==> config.mk <==
export PLATFORM = sky130hd
export DESIGN_NAME = uart_tx_fifo
export DESIGN_NICKNAME = d
export VERILOG_FILES = /design/src/rtl/uart_tx_fifo.sv
export SDC_FILE = /design/constraint.sdc
export NUM_CORES = 1
export LEC_CHECK = 0
export CORE_MARGIN = 5
export CORE_UTILIZATION = 25
export CTS_CLUSTER_SIZE = 40
export DETAILED_ROUTE_END_ITERATION = 8
export HOLD_SLACK_MARGIN = 0.12
export MAX_ROUTING_LAYER = met4
export SLEW_MARGIN = 20
export SYNTH_ARGS = -nofsm -noshare
export SYNTH_HDL_FRONTEND = slang
export SYNTH_SLANG_ARGS = --single-unit
==> constraint.sdc <==
create_clock -name i_Clock -period 4.05 [get_ports i_Clock]
set_input_delay 1.215 -clock i_Clock [delete_from_list [all_inputs] [get_ports i_Clock]]
set_output_delay 1.215 -clock i_Clock [all_outputs]
set_load 0.02 [all_outputs]
==> src/rtl/uart_tx_fifo.sv <==
// Byte FIFO that buffers UART_RX writes and launches one UART_TX strobe per byte, paced off TX Active/Done.
// Optional status outputs (o_Count, o_Overflow) are enabled by defining UART_TX_FIFO_STATUS_EN.
module uart_tx_fifo #(
  parameter int DEPTH_LOG2 = 4
) (
  input  logic                  i_Clock,
  input  logic                  i_Reset,
  input  logic                  i_Wr_DV,
  input  logic [7:0]            i_Wr_Byte,
  input  logic                  i_TX_Active,
  input  logic                  i_TX_Done,
  output logic                  o_TX_DV,
  output logic [7:0]            o_TX_Byte,
  output logic                  o_Empty,
  output logic                  o_Full
`ifdef UART_TX_FIFO_STATUS_EN
  ,
  output logic [DEPTH_LOG2:0]   o_Count,
  output logic                  o_Overflow
`endif
);

  localparam int DEPTH = 1 << DEPTH_LOG2;
  localparam logic [DEPTH_LOG2:0] DEPTH_CNT = (DEPTH_LOG2+1)'(DEPTH);

  typedef enum logic [1:0] {IDLE, WAIT_DONE, GUARD} state_t;

  state_t                state, state_nxt;
  logic [7:0]            mem [DEPTH];
  logic [DEPTH_LOG2-1:0] rd_ptr, wr_ptr;
  logic [DEPTH_LOG2:0]   count, count_nxt;
  logic                  full, pop, push;

  assign full = (count == DEPTH_CNT);
  // A pop in the same cycle frees a slot, so a write into a full FIFO is still taken.
  assign push = i_Wr_DV && (!full || pop);

  always_comb begin
    state_nxt = state;
    pop       = 1'b0;
    case (state)
      IDLE: begin
        if (count != '0 && !i_TX_Active) begin
          pop       = 1'b1;
          state_nxt = WAIT_DONE;
        end
      end
      WAIT_DONE: if (i_TX_Done) state_nxt = GUARD;
      GUARD:     state_nxt = IDLE;
      default:   state_nxt = IDLE;
    endcase
  end

  always_comb begin
    count_nxt = count;
    case ({push, pop})
      2'b10:   count_nxt = count + 1'b1;
      2'b01:   count_nxt = count - 1'b1;
      default: count_nxt = count;
    endcase
  end

  always_ff @(posedge i_Clock) begin
    if (i_Reset) begin
      state     <= IDLE;
      rd_ptr    <= '0;
      wr_ptr    <= '0;
      count     <= '0;
      o_TX_DV   <= 1'b0;
      o_TX_Byte <= 8'h00;
      o_Empty   <= 1'b1;
      o_Full    <= 1'b0;
    end else begin
      state   <= state_nxt;
      count   <= count_nxt;
      o_Empty <= (count_nxt == '0);
      o_Full  <= (count_nxt == DEPTH_CNT);
      o_TX_DV <= pop;
      if (push) wr_ptr <= wr_ptr + 1'b1;
      if (pop) begin
        rd_ptr    <= rd_ptr + 1'b1;
        o_TX_Byte <= mem[rd_ptr];
      end
    end
  end

  always_ff @(posedge i_Clock) begin
    if (push && !i_Reset) mem[wr_ptr] <= i_Wr_Byte;
  end

`ifdef UART_TX_FIFO_STATUS_EN
  assign o_Count = count;

  always_ff @(posedge i_Clock) begin
    if (i_Reset)                        o_Overflow <= 1'b0;
    else if (i_Wr_DV && full && !pop)   o_Overflow <= 1'b1;
  end
`endif

endmodule

; Word-level counts from Yosys, hierarchy flattened
; Memory sizes are Yosys's and may differ from the RTL's. A register that Yosys moved wholly into a read port is not among the register bits.
; Index checks and enable logic that the tools add are counted.
; Widths: inputs -> output; s select.
[op_classes]
order_cmp = 0
multipliers = 0
eq_ne = 7
muxes = 8
n_shift = 0
div = 0
n_addsub = 4
n_reduce_logical = 11
bitwise_logic = 0
[op_table]
columns = op, count
row1 = $eq 5x5->1 const B, 2
row2 = $pmux 5 s2, 1
row3 = $add 4x1->4 const B, 2
row4 = $add 5x1->5 const B, 1
row5 = $logic_not 5->1, 1
row6 = $reduce_bool 5->1, 1
row7 = $sub 5x1->5 const B, 1
row8 = $eq 2x1->1 const B, 2
row9 = $mux 1, 4
row10 = $mux 2, 2
row11 = $ne 2x2->1 const B, 2
row12 = $pmux 2 s2, 1
row13 = $logic_and 1x1->1, 3
row14 = $logic_not 1->1, 3
row15 = $eq 2x2->1 const B, 1
row16 = $logic_not 2->1, 1
row17 = $reduce_and 2->1, 1
row18 = $logic_or 1x1->1, 1
[totals]
mem_bits_ro = 0
ramBits = 128
output_inout_bits = 11
n_memories = 1
reg_bits = 18
latchBits = 0
[memory_table]
columns = name, depth, width, rd, rd_ports_with_merged_regs, wr, line_no
row1 = mem, 16, 8, 1, 1, 1, 29  ; logic [7:0] mem [DEPTH];

; Logic depth before layout (Yosys ltp)
[logic_depth]
depth_word = 9
mapped_depth = 8

; Worst setup path after synthesis
; Ideal clock, no wire load.
[synth_timing]
kind = input -> register
start = input i_TX_Active
end = register o_Full
setup_ns = 0.079
path_stages = 8
setup_slack_ns = 0.631
t_arrival_ns = 3.339
path_cell_list = or4_1 > a21oi_2 > ha_1 > and3_1 > or3_1 > a21oi_1 > o221ai_2 > a211oi_2
[synth_between]
elab_chain_len = 9
elab_cells_between_ends = 10
cone_classes = eq/ne: 3 / mux: 3 / reduce/logical: 4
[synth_rtl]
columns = item, line_no
row1 = start: declaration, 10  ; input logic i_TX_Active,
row2 = $logic_not 1->1 (*), 43  ; if (count != '0 && !i_TX_Active) begin
row3 = $logic_and 1x1->1 (*), 43
row4 = $mux 1 (*), 43
row5 = $mux 1 (*), 41  ; case (state)
row6 = $logic_or 1x1->1, 36  ; assign push = i_Wr_DV && (!full || pop);
row7 = $logic_and 1x1->1, 36
row8 = $eq 2x1->1 / $eq 2x2->1 (equally long branches), 56  ; case ({push, pop})
row9 = $pmux 5 s2 (*), 56
row10 = $eq 5x5->1 (*), 77  ; o_Full <= (count_nxt == DEPTH_CNT);
row11 = end signal: assignment, 77
row12 = end: declaration, 15  ; output logic o_Full
; Mark *: on every way between the ends. The rest lies on a longest branch, timed or not.
; A chain may end at the register's enable or synchronous reset.

; Worst setup path in the final report
; Ends and elaborated chain as after synthesis.

==> impl_metrics.yaml <==
finish:
  final_cell_mix: "edfxtp_1, mux4_2, nor2_1"
  fillCellCount: 2377
  stdcell_count: 745
  design_area_um2: 7530
  final_nets: 430
  diodes: 0
  drive_above_1_share: 0.233
  multiInputGateArea_um2: 1730
  final_common_cell: "edfxtp_1"
  area_growth_pct: 21.2
  regArea_um2: 4370
placed_design:
  dp.cells: 713
  detailedPlace.worstSlack_ns: -0.0182
  place_hpwl_um: 8480
  placed_area_um2: 6920
  io_buffers: 23
  gp_routability_congestion: 0.791
floorplan:
  die-width_um: 168
  rows: 57
  start_util: 0.255
  die_h_um: 168
  core_area_um2: 24400
  die_area_um2: 28100
  io_pins: 24
logic_synthesis:
  syn-num-nets: 384
  ys_seq_area_frac: 0.703
  netlist_instances: 362
  synth-edff-count: 128
  syn_area_um2: 6210
  synth.avg_cell_area_um2: 17.2
  async_flop_share: 0
  yosys_warnings: 0
  ys_types: 48
  synth_seq_cells: 154
  synth-main-ff-cell: "edfxtp_1"
timing:
  hold_viol_final: 0
  rsz0062_at_grt: "no"
  slew_viol_final: 0
  period_needed_ns: 3.70
  max_slew_margin: 0.386
  setup_viol: 0
  fin_crit_sh: 0.914
  layout_setup_ws_ns: 0.350
  fin_hold_ws_ns: 0.457
  skew_ns: 0.00954
  tightest_slew_ns: 0.921
  max_freq_mhz: 270
route:
  dr.first_iter.drc_count: 362
  wirelength_um: 13100
  wl_per_cell_um: 17.6
  firstDrtPassIters: 5
  routed-via-count: 3386
  drc: 0
  drtAntennaViolNets: 0
  viasPerCell: 4.54
pwr:
  leakagePower_nw: 2.44
  peakVddDrop_v: 0.000292
  p_per_area_nw_per_um2: 578
  finalPower_mw: 4.36
cts:
  cts_sinks: 154
  clkLatencyLatePin_ns: 0.42
  path_clk_slew_ns: 0.06
  numCtsBuffers: 17
  cts_resized: 0
  cts_tree: "done"
  clockBufferDepth: 2
  htreeDepth: 4
  clockRootBuffer: "clkbuf_16"
  cts_setup_buffers: 0
  ctsHoldBuffers: 0
global_route:
  track_usage: 0.0993
  antenna_found_initial: 0
  grt_pass1_wl_um: 20500
  grt_max_degree: 36
  globalRouteOverflowTotal: 0
  grt_pass1_vias: 3490
setup_path:
  required_ns: 4.38
  arrival_ns: 4.03
  worst-r2r-setup-slack_ns: 1.21
  r2r_end: "o_Full$_SDFF_PP0_"
  worstSetupPathType: "in -> reg"
  cp-startpoint: "i_TX_Active"
  rr_startpoint: "state[1]$_SDFFE_PP0P_"
  ff2ff_path_depth: 8
  endpoint: "o_Full$_SDFF_PP0_"
  crit_fanout: 5
  endpoint_kind: "flip-flop"
  startpoint_type: "input port"
status:
  run_status: "complete, no violations"
worst_hold_path:
  hold_class: "reg -> reg"
job:
  maxCapViolations: 0
power by group:
| part | switching (mW) | internal (mW) | leakage [nW] | total [mW] |
|---|---|---|---|---|
| combinational | 0.402 | 0.383 | 0.770 | 0.785 |
| sequential | 0.125 | 1.80 | 1.37 | 1.92 |
| clock | 0.661 | 0.989 | 0.301 | 1.65 |
cells by family after synthesis:
| family | share of synthesized area |
|---|---|
| DFF | 0.703 |
| muxes | 0.116 |
| buffers and inverters | 0.0183 |
| and+or+nand+nor | 0.0608 |
| xor gates and xnor gates | 0.0127 |
| AOI/OAI and AO/OA | 0.0703 |
| adders and majority gates | 0.0193 |
worst min-delay path by stage:
stage | start | endpoint | slack, ns | cells past startpoint
final | o_TX_Byte[1]$_SDFFE_PP0N_ | o_TX_Byte[1]$_SDFFE_PP0N_ | 0.46 | 2
after CTS | o_TX_Byte[5]$_SDFFE_PP0N_ | o_TX_Byte[5]$_SDFFE_PP0N_ | 0.46 | 2
after floorplan | state[1]$_SDFFE_PP0P_ | state[1]$_SDFFE_PP0P_ | 0.47 | 1
after global routing | o_TX_Byte[1]$_SDFFE_PP0N_ | o_TX_Byte[1]$_SDFFE_PP0N_ | 0.48 | 2
after global placement | o_TX_Byte[5]$_SDFFE_PP0N_ | o_TX_Byte[5]$_SDFFE_PP0N_ | 0.45 | 2
after detailed placement | o_TX_Byte[5]$_SDFFE_PP0N_ | o_TX_Byte[5]$_SDFFE_PP0N_ | 0.45 | 2
final cells by class:
type | instances | area share
inverters | 4 | 0.00199
repair buffers | 45 | 0.0525
clock buffers | 18 | 0.0570
flip-flops and latches | 154 | 0.580
well taps | 324 | 0.0538
clock inverters | 14 | 0.0246
multi-input cells | 186 | 0.230
synth_stat cells, drive strengths merged (2+ instances only):
cell type,n,share of area
nand4,2,0.0020
xnor2,4,0.0056
ha,8,0.016
nor2b,2,0.0020
clkbuf,5,0.0030
mux4,32,0.12
nor3,6,0.0056
nor2,28,0.017
inv,4,0.0024
dfxtp,26,0.084
buf,13,0.013
a21oi,17,0.014
a31oi,3,0.0064
o21ai,13,0.010
a22o,16,0.023
a21o,3,0.0036
or4,2,0.0024
edfxtp,128,0.62
nand2,22,0.013
xor2,5,0.0070
nand2b,2,0.0020
a32oi,2,0.0028
or3,4,0.0048
sequential cells by signal (all words and copies together) (netlist names):
signal     flops
count          5
mem          128
o_Empty        1
o_Full         1
o_TX_Byte      8
o_TX_DV        1
rd_ptr         4
state          2
wr_ptr         4
critical path: stages:
cell and delay [ns]:
clkdlybuf4s50_1 0.45, or4_1 0.54, a21oi_2 0.28, ha_1 0.34, and3_1 0.19, or3_1 0.37
a21oi_1 0.27, o221ai_2 0.14, a211oi_2 0.23
routing by layer:
metal / GRT usage / part of all wire
met5: - / 0
met4: 0.0275 / 0.0089
met3: 0.0236 / 0.058
met2: 0.146 / 0.46
met1: 0.138 / 0.47
through the flow:
| stage | util | TNS, ns |
|---|---|---|
| 6_report | 0.309 | 0 |
| 5_1_grt | 0.309 | 0 |
| 4_1_cts | 0.309 | 0 |
| 3_5_place_dp | 0.284 | -0.0182 |
| 3_3_place_gp | 0.284 | 0 |
| 2_1_floorplan | - | 0 |
Power figures use the tool's default switching activity.
